<file path="src/rtl/seg_scan.sv">
// seg_scan -- four-digit multiplexed seven-segment scanner.
//
// The slow scan wave clk_1K is synchronised and edge-detected inside the clk
// domain; each rising edge (tick) advances to the next digit. After every
// digit change all anodes are held off for BLANK_CYC cycles to suppress
// ghosting, then the selected digit is driven. The displayed frame (data,
// dp_en, blank_lz) is captured only when the scan wraps from digit 3 to 0.
//
// Ports:
//   clk      in   system clock, rising edge
//   reset    in   synchronous, active-high reset
//   clk_1K   in   scan square wave (sampled as data)
//   data     in   [15:0] four BCD digits, [15:12] = digit 3
//   dp_en    in   [3:0] decimal-point enables, bit i = digit i
//   blank_lz in   blank leading zeros when 1
//   an       out  [3:0] active-low anodes, bit i = digit i
//   seg      out  [6:0] active-low segments {g,f,e,d,c,b,a}
//   dp       out  active-low decimal point
module seg_scan #(
    parameter logic [3:0] BLANK_CYC = 4'd2
) (
    input  logic        clk,
    input  logic        reset,
    input  logic        clk_1K,
    input  logic [15:0] data,
    input  logic [3:0]  dp_en,
    input  logic        blank_lz,
    output logic [3:0]  an,
    output logic [6:0]  seg,
    output logic        dp
);

    logic        s1_q, s2_q, s3_q;
    logic [1:0]  idx_q, idx_d;
    logic [3:0]  blank_cnt_q, blank_cnt_d;
    logic [15:0] frame_q, frame_d;
    logic [3:0]  dp_frame_q, dp_frame_d;
    logic        blz_q, blz_d;
    logic [3:0]  an_q, an_d;
    logic [6:0]  seg_q, seg_d;
    logic        dp_q, dp_d;

    logic        tick;
    logic        show;
    logic [3:0]  digit;
    logic        lz;

    function automatic logic [6:0] decode(input logic [3:0] v);
        logic [6:0] r;
        case (v)
            4'd0:    r = 7'b1000000;
            4'd1:    r = 7'b1111001;
            4'd2:    r = 7'b0100100;
            4'd3:    r = 7'b0110000;
            4'd4:    r = 7'b0011001;
            4'd5:    r = 7'b0010010;
            4'd6:    r = 7'b0000010;
            4'd7:    r = 7'b1111000;
            4'd8:    r = 7'b0000000;
            4'd9:    r = 7'b0010000;
            default: r = 7'b0111111; // non-BCD shows a dash
        endcase
        return r;
    endfunction

    assign tick = s2_q & ~s3_q;

    always_comb begin
        idx_d       = idx_q;
        blank_cnt_d = blank_cnt_q;
        frame_d     = frame_q;
        dp_frame_d  = dp_frame_q;
        blz_d       = blz_q;
        an_d        = an_q;
        seg_d       = seg_q;
        dp_d        = dp_q;
        show        = 1'b0;

        if (tick) begin
            // A tick always wins, even mid-blank: advance and restart dead time.
            idx_d       = idx_q + 2'd1;
            blank_cnt_d = BLANK_CYC;
            if (idx_q == 2'd3) begin
                frame_d    = data;
                dp_frame_d = dp_en;
                blz_d      = blank_lz;
            end
            if (BLANK_CYC == 4'd0) begin
                show = 1'b1;
            end else begin
                an_d  = 4'b1111;
                seg_d = 7'b1111111;
                dp_d  = 1'b1;
            end
        end else if (blank_cnt_q != 4'd0) begin
            blank_cnt_d = blank_cnt_q - 4'd1;
            if (blank_cnt_q == 4'd1) show = 1'b1;
        end

        // Display values are derived from the next-state frame/index so the
        // zero-dead-time case shows the freshly latched frame on the tick edge.
        case (idx_d)
            2'd3:    begin digit = frame_d[15:12]; lz = (frame_d[15:12] == 4'd0); end
            2'd2:    begin digit = frame_d[11:8];  lz = (frame_d[15:8]  == 8'd0); end
            2'd1:    begin digit = frame_d[7:4];   lz = (frame_d[15:4]  == 12'd0); end
            default: begin digit = frame_d[3:0];   lz = 1'b0; end
        endcase

        if (show) begin
            an_d  = ~(4'b0001 << idx_d);
            seg_d = (blz_d && lz) ? 7'b1111111 : decode(digit);
            dp_d  = ~dp_frame_d[idx_d];
        end
    end

    always_ff @(posedge clk) begin
        if (reset) begin
            s1_q        <= 1'b0;
            s2_q        <= 1'b0;
            s3_q        <= 1'b0;
            idx_q       <= 2'd3;
            blank_cnt_q <= 4'd0;
            frame_q     <= 16'd0;
            dp_frame_q  <= 4'd0;
            blz_q       <= 1'b0;
            an_q        <= 4'b1111;
            seg_q       <= 7'b1111111;
            dp_q        <= 1'b1;
        end else begin
            s1_q        <= clk_1K;
            s2_q        <= s1_q;
            s3_q        <= s2_q;
            idx_q       <= idx_d;
            blank_cnt_q <= blank_cnt_d;
            frame_q     <= frame_d;
            dp_frame_q  <= dp_frame_d;
            blz_q       <= blz_d;
            an_q        <= an_d;
            seg_q       <= seg_d;
            dp_q        <= dp_d;
        end
    end

    assign an  = an_q;
    assign seg = seg_q;
    assign dp  = dp_q;

endmodule

</file>
<file path="config.mk">
export PLATFORM = sky130hd
export DESIGN_NAME = seg_scan
export DESIGN_NICKNAME = d
export VERILOG_FILES = /design/src/rtl/seg_scan.sv
export SDC_FILE = /design/constraint.sdc
export NUM_CORES = 1
export LEC_CHECK = 0
export ABC_AREA = 1
export CAP_MARGIN = 20
export CORE_MARGIN = 4
export CORE_UTILIZATION = 31
export CTS_CLUSTER_SIZE = 40
export DETAILED_ROUTE_END_ITERATION = 16
export GPL_TIMING_DRIVEN = 0
export SYNTH_ARGS = -nofsm -noshare
export SYNTH_HDL_FRONTEND = slang
export SYNTH_SLANG_ARGS = --single-unit
</file>
<file path="constraint.sdc">
create_clock -name clk -period 2.19 [get_ports clk]
set_input_delay 0.438 -clock clk [delete_from_list [all_inputs] [get_ports clk]]
set_output_delay 0.438 -clock clk [all_outputs]
set_load 0.01 [all_outputs]
</file>
* Word level (Yosys, flattened, before mapping) *
Memories as Yosys holds them, arrays and structs flattened.
Index checks and enable logic that the tools add are counted.

operators by class
  mux-type cells = 23
  add/subtract/negate cells = 2
  equal/unequal tests = 5
  reductions and logical operators = 8
  shifts and indexed selects = 1
  bitwise operators = 4
  magnitude comparators = 1

operator list
  operator             number
  $mux 16              2
  $mux 7               3
  $mux 4               4
  $logic_not 12->1     1
  $pmux 4 s3           1
  $logic_not 8->1      1
  $mux 1               8
  $eq 2x2->1 const B   3
  $mux 2               3
  $eq 4x1->1 const B   1
  $logic_not 4->1      1
  $not 4->4            1
  $reduce_bool 2->1    2
  $reduce_bool 4->1    1
  $shl 1x2->4 const A  1
  $sub 4x1->4 const B  1
  $lt 2x3->1 const B   1
  $pmux 1 s3           1
  $add 2x1->2 const B  1
  $bmux 1 s2           1
  $eq 2x1->1 const B   1
  $not 1->1            2
  $reduce_or 2->1      1
  $and 1x1->1          1
  $logic_and 1x1->1    1

word-level totals
  word-level logic and storage cells = 57
  output and inout port bits = 12
  register bits = 42
  memories kept = 1
  bits in read-only memories = 112
  input bits = 24

memory list
  name             depth  bits a word  read ports  clocked after Yosys merged registers in  write ports  RTL line  text
  (no name shown)  16     7            1           0                                        0            50        case (v)

* Longest topological paths before layout *
Gate-level depths: netlist of run 1.

  depth in word-level cells = 8
  depth in mapped cells = 17
  gate-level depth less buffers = 17

* Worst setup path after synthesis of run 1 *
Ideal clock, no wire load.

  path kind = reg2reg
  start point = register idx_q[0]
  end point = register seg_q[6], in the netlist seg[6]
  stages on the path, launching flop included = 17
  buffers on the path = 2
  path slack = 22 ps
  data required time = 2057 ps
  arrival time = 2035 ps
  cells stage by stage = dfxtp_1 ha_1 clkbuf_2 nand3_2 buf_6 or2_0 o21ai_1 nor2_1 nor2_2 inv_1 ha_1 inv_1 nand3_1 nand3_1 nand2_1 nand2_1 nand3_1

between the ends
  longest elaborated chain between the ends = 8
  elaborated cells between the ends (all ways) = 19
  those cells by class = add/sub: 1; eq/ne: 4; mux: 9; reduce/logical: 4; memory: 1

RTL lines
  element                                               RTL line  text
  start: declaration                                    34        logic [1:0] idx_q, idx_d;
  start signal: assignment                              133       idx_q <= idx_d;
  branches (longest 6 deep; another with $mem_v2 16x7)  n/a
  $mux 7 (*)                                            111       seg_d = (blz_d && lz) ? 7'b1111111 : decode(digit);
  $mux 7 (*)                                            109       if (show) begin
  end signal: assignment                                139       seg_q <= seg_d;
  end: declaration                                      40        logic [6:0] seg_q, seg_d;

Every way passes the cells marked *.
A chain may end at the register's enable or synchronous reset.

* Worst setup path after layout of run 1 *
  start point = register idx_q[1]
  end point = register seg_q[6], in the netlist seg[6]

The elaborated chain is that of the path after synthesis.

==> run summary, run 1 <==
The die span in x was 95.4 um. The run finished with clean final reports. In this run the critical register-to-register path is launched from idx_q[1]. The average vias per placed instance was 4.46. The type of origin of the critical path is a flip-flop. VDD sags by at most 218 uV. Including well taps, the total number of placed cells is 471.

The tools report the met3 demand-to-capacity share in global routing as 0.0268. The most used flip-flop cell after synthesis is sky130_fd_sc_hd__dfxtp_1. The fraction of registers with async set/reset came out at 0. Counting every sink on the clock net gives 42.

The number of endpoints failing setup at the final stage was 0; the tightest hold margin was 0.401 ns. Counting every instance in the synthesized netlist gives 338. The remaining max-slew budget at the tightest pin is 0.627. The setup check on the worst reg-to-reg path leaves a slack of 0.09 ns. In this run the static leakage power is 1.48 nW. The endpoint type of the worst setup path was a flip-flop. The die covers 9100 sq um. The number of max-cap violations was 0; the hold buffer count at CTS was 0. For the detailed-routing iteration count for the pre-antenna-repair pass, the log shows 4. Yosys mapped a number of flops with a built-in enable equal to 0. The floorplan has 31 rows. The final setup skew is 0.00367 ns, and the final critical-path share of the clock period is 0.957.

The maximum fanout along the worst path works out to 7. The buffer levels on the longest clock path is 2, and the antenna diode count is 0. The register bit total from synthesis is 42, and the slew at the pin closest to its max-slew limit is 0.560 ns. At the worst endpoint, the required time is 2.36 ns. The run gives 417 as the final net count. Initial cell density of the core: 0.323. The logs give 0.184 for the met1 track demand over resource and 369 for the synthesized net count.

The share of layout cells above drive strength 1 is 0.220. For the count of warnings emitted by yosys, the log shows 0. Count of boundary I/O pins: 36.

Entering global routing, the biggest net connects 14 pins. The number of antenna violations at the first check in global routing was 0; the mean area per synthesized cell was 7.00 sq um. Wire length of the first global-routing pass: 9870 um. TritonCTS built the clock tree. For the sequential share of the synthesized area, the log shows 0.355. Setup repair after global routing could not meet its margin everywhere.

The run gives 486 as the count of placed standard cells in the final layout, fillers left out. The critical path ends at seg[6]. The number of global-route vias before repair is 2160. The critical path is of the flip-flop to flip-flop type. After routing the design area is 3160 sq um. Clock tree synthesis selected as its root buffer the cell sky130_fd_sc_hd__clkbuf_8.

Summed over all nets, the half-perimeter wirelength after detailed placement is 4330 um. The worst-case reg-to-reg path depth is 15, and the clock-pin slew on the worst setup and hold paths is 0.09 ns. The worst register-to-register path ends at seg[6]. In this run the most used layer during global routing was met2. After the first detailed-routing iteration, the DRC count stood at 87. The worst hold path belongs to the class flip-flop to flip-flop.

Area of the core: 7330 sq um. The tools report the final-report hold violation count as 0. Tracing the worst setup path back leads to its startpoint at idx_q[1]. The number of pins exceeding their max-slew limit in the final report came out at 0. The total standard cell area after synthesis came out at 2370 sq um. The fmax is 477 MHz. Buffers placed on the I/O ports in this run total 34. Clock tree synthesis inserted a total of 5 buffers. Floorplan die height: 95.4 um. After layout, the design draws a total of 2.20 mW.

The count of nets left with antenna violations once routing finished came out at 0. Counting I/O delays and the setup requirement, the final critical path takes 2.10 ns. The routed wire length was 5850 um; the signed area change from the synthesized netlist to the final layout was 33.6%. Total power density per cell area: 694 nW/um^2.

The vias after detailed routing came out at 2167. CTS built an H-tree with a depth of 2. The logs give 0.222 for the global routing usage on met2 and 2.27 ns for the arrival time of the worst setup path. Global routing finished with a remaining overflow of 0.

Yosys mapped the design onto 31 distinct sky130hd cell types. In this run the cell area measured after placement is 2830 sq um. The insertion delay of the later-clocked pin in the worst-skew pair came out at 0.30 ns. The DRC violation count after routing was 0. The overall fraction of global-route tracks in use is 0.138, and the final RePlAce weighted congestion is 0.914. Dividing the detail-routed wire length by the instance count gives 12.0 um.
==> synth_stat cells, types with 2 or more instances <==
cell,n,share of area
sky130_fd_sc_hd__nand2_1,108,0.17
sky130_fd_sc_hd__dfxtp_1,42,0.36
sky130_fd_sc_hd__inv_1,35,0.055
sky130_fd_sc_hd__nor2_1,30,0.048
sky130_fd_sc_hd__nand3_1,29,0.061
sky130_fd_sc_hd__a21oi_1,12,0.025
sky130_fd_sc_hd__nand4_1,9,0.024
sky130_fd_sc_hd__nand2_4,8,0.038
sky130_fd_sc_hd__ha_1,7,0.037
sky130_fd_sc_hd__nand2_2,7,0.018
sky130_fd_sc_hd__nor2_2,7,0.018
sky130_fd_sc_hd__inv_2,6,0.0095
sky130_fd_sc_hd__clkbuf_1,4,0.0063
sky130_fd_sc_hd__nand3_2,4,0.017
sky130_fd_sc_hd__buf_6,3,0.014
sky130_fd_sc_hd__nor2_8,3,0.025
sky130_fd_sc_hd__o211ai_1,3,0.0095
sky130_fd_sc_hd__o21ai_0,3,0.0063
sky130_fd_sc_hd__o21ai_1,3,0.0063
sky130_fd_sc_hd__nand3_4,2,0.015
sky130_fd_sc_hd__o21ai_2,2,0.0074
sky130_fd_sc_hd__or2_0,2,0.0053
==> state kept, by name, indices dropped and copies added, names as in the netlist <==
register,cells
an,4
blank_cnt_q,4
blz_q,1
dp,1
dp_frame_q,4
frame_q,16
idx_q,2
s1_q,1
s2_q,1
s3_q,1
seg,7
==> per-layer routing <==
layer  vias up  share of wire
li1       1162              -
met3         6          0.041
met5         -              0
met1       964           0.48
met2        35           0.46
met4         0          0.015
==> cell type report <==
| type | count | area (sq um) |
|---|---|---|
| clock buffer | 5 | 68.8 |
| timing repair buffer | 42 | 404 |
| inverter | 42 | 165 |
| fill | 745 | 4170 |
| tap | 99 | 124 |
| multi-input combinational | 245 | 1450 |
| sequential | 42 | 853 |
| clock inverter | 3 | 40.0 |
| buffer | 8 | 60.1 |
==> report_power, final <==
part           switching (mW)  total, mW  internal, mW
combinational           0.374      0.674         0.300
sequential             0.0529      0.895         0.842
clock                   0.291      0.627         0.336
==> kinds of logic (layout without fill, tap and decap cells) <==
logic type      Yosys count  in the layout  share of synthesized area
flops                    42             42                      0.355
xor+xnor                  1              1                    0.00370
fa+ha+maj                 7              7                     0.0370
compound gates           25             25                     0.0618
buf+inv                  51            100                     0.0914
simple gates            212            212                      0.451
==> critical path, cell delays in order (launching register included) <==
cell and delay (ns):
sky130_fd_sc_hd__dfxtp_4 0.39, sky130_fd_sc_hd__ha_4 0.15, sky130_fd_sc_hd__nand3_4 0.08, sky130_fd_sc_hd__buf_6 0.15, sky130_fd_sc_hd__or2_1 0.23, sky130_fd_sc_hd__o21ai_2 0.08
sky130_fd_sc_hd__nor2_2 0.06, sky130_fd_sc_hd__nor2_4 0.16, sky130_fd_sc_hd__inv_2 0.07, sky130_fd_sc_hd__ha_4 0.15, sky130_fd_sc_hd__inv_2 0.05, sky130_fd_sc_hd__nand3_2 0.10
sky130_fd_sc_hd__nand3_2 0.09, sky130_fd_sc_hd__nand2_1 0.06, sky130_fd_sc_hd__nand2_1 0.06, sky130_fd_sc_hd__nand3_1 0.08
==> what timing repair did <==
action,4_1_cts,5_1_grt
resized for setup,14,32
endpoints found under the setup margin,7,7
cloned,0,0
pin swaps,3,11
setup buffers,7,1
==> layout by cell type, fill, tap and decap left out, types with 5 or more instances in the layout <==
| master | count |
|---|---|
| sky130_fd_sc_hd__buf_4 | 7 |
| sky130_fd_sc_hd__nor2_1 | 28 |
| sky130_fd_sc_hd__inv_1 | 32 |
| sky130_fd_sc_hd__nand2_1 | 106 |
| sky130_fd_sc_hd__clkdlybuf4s50_1 | 34 |
| sky130_fd_sc_hd__nand4_1 | 9 |
| sky130_fd_sc_hd__nand2_4 | 8 |
| sky130_fd_sc_hd__nand3_1 | 21 |
| sky130_fd_sc_hd__nor2_2 | 6 |
| sky130_fd_sc_hd__clkbuf_8 | 5 |
| sky130_fd_sc_hd__buf_6 | 5 |
| sky130_fd_sc_hd__inv_2 | 6 |
| sky130_fd_sc_hd__dfxtp_1 | 38 |
| sky130_fd_sc_hd__a21oi_1 | 12 |
| sky130_fd_sc_hd__nand3_2 | 10 |
| sky130_fd_sc_hd__nand2_2 | 9 |
==> how the worst min path moves through the flow <==
stage,start,endpoint,slack [ns],cells after the start
after CTS,s1_q,s2_q,0.40,2
final,s1_q,s2_q,0.40,2
after global placement,s1_q,s2_q,0.39,2
after global routing,s1_q,s2_q,0.44,2
after floorplan,s1_q,s2_q,0.39,2
after detailed placement,s1_q,s2_q,0.40,2
==> stage by stage <==
stage               setup slack [ns]  utilization  TNS, ns
CTS                          0.00311        0.414        0
detailed placement            -0.329        0.386    -1.51
global placement              -0.314        0.386    -1.37
global route                 -0.0584        0.431  -0.0980
finish                        0.0950        0.431        0
floorplan                     0.0218            -        0
No activity file was read; power rests on OpenSTA's default activity.
==> run 2, diff against run 1 <==
- CORE_UTILIZATION: 31 -> 30
==> run summary, run 2 (synthesis results as in run 1) <==
The peak supply drop is 281 uV, and the leakage power is 1.47 nW. Detailed routing inserted a total of 2184 vias. Along the worst hold path, the cell count comes to 2. At the end of the flow, the number of nets in the layout was 417.

The die covers 9380 sq um. The average vias per placed instance was 4.47; the worst-case reg-to-reg path depth was 14. The type of origin of the critical path is a flip-flop. The total power density per cell area is 698 nW/um^2. Counting along the longest clock path gives a buffer depth of 2. The tools report the CTS H-tree depth as 2. The logs give 0.408 for the sequential power share and 97 for the count of routing violations after the opening detailed-route iteration. The tools report the root cell of the clock tree as sky130_fd_sc_hd__clkbuf_8. The floorplan step set the die width to 96.8 um. Setup repair after global routing could not meet its margin everywhere. For hold timing, the worst endpoint is s2_q. The share of power burned in the clock network was 0.286.

In the layout the commonest cells are sky130_fd_sc_hd__nand2_1, sky130_fd_sc_hd__dfxtp_1, sky130_fd_sc_hd__clkdlybuf4s50_1. Max-cap violations in this run came to 0. The repair_antennas step left the layout with diodes totalling 0. Overall power: 2.19 mW.

The pre-antenna-repair detailed-routing pass consisted of 4 iterations. The slew at the pin closest to its max-slew limit was 0.605 ns. In the routed design, unresolved DRC markers number 0.

Counting every sink on the clock net gives 42. The clock arrives with 0.00663 ns of skew. The worst register-to-register path begins at idx_q[1].

For the final-report hold violation count, the log shows 0. Summed over all nets, the switching power comes to 712 uW. Class of the most critical setup path: flip-flop to flip-flop. Number of antenna violations at the first check in global routing: 0.

The fmax was 479 MHz. From synthesis to final layout, the design area changed by 32.3%. Prior to clock tree synthesis, the placed netlist has a worst setup slack of -0.313 ns. Data required time of the critical path: 2.39 ns. Counting I/O delays and the setup requirement, the final critical path takes 2.09 ns.

Count of antenna-violating nets left after detailed routing: 0. For the wire length of the first global-routing pass, the log shows 10100 um. Worst hold path startpoint: s1_q. For this block, the routed nets add up to 5840 um of wire. Setup slack on the critical path of the routed design comes to 0.101 ns. The overall fraction of global-route tracks in use was 0.131; the floorplan die height was 96.8 um. The final critical-path share of the clock period is 0.954. The congestion estimate from routability-driven global placement came to 0.801.

The tools report the number of pins exceeding their max-slew limit in the final report as 0. Leaving out fill and tap cells, the most frequent cell in the layout is sky130_fd_sc_hd__nand2_1. The remaining max-slew budget at the tightest pin was 0.597; the largest net degree at the start of global routing was 14.

The worst register-to-register path has a setup slack of 0.10 ns. The core region is 7690 sq um. The initial cell density of the core came out at 0.308.

The share of layout cells above drive strength 1 came out at 0.207. The insertion delay of the later-clocked pin in the worst-skew pair came out at 0.31 ns. The maximum fanout along the worst path came out at 8. Setup violations remaining at the end of the flow were counted as 0. The number of hold buffers added after CTS was 0.

The switching part of the total power works out to 0.326. After clock tree synthesis, the clock-pin slew on the worst setup and hold paths is 0.08 ns. Path category of the worst min-delay check: flip-flop to flip-flop.

STA classifies the critical path endpoint as a flip-flop. The worst reg2reg path endpoint is seg[4]. The tools report the combinational cell fraction of total power as 0.306. The count of placed standard cells in the final layout, fillers left out is 489. The run gives 32 as the number of placement rows. TritonCTS built the clock tree. Summed over all failing endpoints, the final setup total negative slack is 0 ns. Including well taps, the total number of placed cells is 474. The logs give 2.29 ns for the arrival time of the worst setup path and 811 for the count of filler cells inserted in the layout. During I/O placement, the number of pins put on the boundary was 36. The flow ran to the end, and the final reports show no timing, DRC or antenna violations.

Internal power of the cells: 1.47 mW. Dividing the detail-routed wire length by the instance count gives 11.9 um. The register with the most flip-flops in the layout has 16 of them.

The multi-input combinational cells in the finished layout cover a total of 1410 sq um. The tools report the final HPWL from detailed placement as 4340 um. The total of buffers placed on input and output ports came out at 34.

For the number of global-route vias before repair, the log shows 2150. For the global-route congestion overflow total, the log shows 0. Ranked by flip-flop count, first place goes to frame_q.

In this run, CTS created clock tree buffers numbering 5. Summing all flip-flop and latch instances after layout gives 853 sq um.
run 2: power by group through the flow:
stage / Sequential (mW) / Clock (mW) / Combinational, mW
CTS: 0.894 / 0.633 / 0.649
global placement: 0.911 / 0 / 0.617
global route: 0.904 / 0.668 / 0.760
finish: 0.892 / 0.626 / 0.669
detailed placement: 0.912 / 0 / 0.623
floorplan: 0.925 / 0 / 0.389
run 2: worst max-delay path: stages (launching register included):
cell and delay (ns):
sky130_fd_sc_hd__dfxtp_4 0.39, sky130_fd_sc_hd__ha_4 0.15, sky130_fd_sc_hd__nand3_4 0.08, sky130_fd_sc_hd__buf_6 0.15, sky130_fd_sc_hd__or2_0 0.21, sky130_fd_sc_hd__o21ai_1 0.11
sky130_fd_sc_hd__nor2_1 0.10, sky130_fd_sc_hd__nor2_4 0.16, sky130_fd_sc_hd__buf_6 0.12, sky130_fd_sc_hd__ha_2 0.17, sky130_fd_sc_hd__nand3_1 0.08, sky130_fd_sc_hd__nand3_1 0.08
sky130_fd_sc_hd__nand3_1 0.07, sky130_fd_sc_hd__nand2_1 0.07, sky130_fd_sc_hd__nand2_1 0.05
run 2: metal layers:
layer | vias up | track usage | wire length (um)
li1 | 1160 | - | -
met1 | 980 | 0.174 | 2830
met2 | 35 | 0.214 | 2650
met3 | 9 | 0.0288 | 274
met4 | 0 | 0.0378 | 82
met5 | - | 0 | 0
run 2: timing repair:
item                                    4_1_cts  5_1_grt
pin swaps                                     3        8
endpoints found under the setup margin        7        7
gates resized for setup                      15       24
buffers inserted                              5        3
run 2: layout make-up:
type	instances	share of cell area
sequential	42	0.272
multi-input combinational	245	0.451
buffer	8	0.0192
tap	102	0.0408
inverter	42	0.0527
timing repair buffer	42	0.129
clock inverter	3	0.0128
clock buffer	5	0.0220
run 2: per-stage QoR:
step,hold slack [ns],area [sq um],util
floorplan,0.388,2370,-
global placement,0.390,2840,0.369
detailed placement,0.399,2840,0.369
CTS,0.411,3040,0.395
global route,0.434,3130,0.407
finish,0.398,3130,0.407
run 2: worst max-delay path by stage:
stage             end  cells after the start  startpoint  slack [ns]
2_1_floorplan  seg[6]                     16    idx_q[0]        0.02
4_1_cts        seg[6]                     15    idx_q[0]       0.007
3_5_place_dp   seg[6]                     16    idx_q[0]       -0.31
6_report       seg[4]                     14    idx_q[1]        0.10
3_3_place_gp   seg[6]                     16    idx_q[0]       -0.30
5_1_grt        seg[4]                     14    idx_q[0]       -0.04
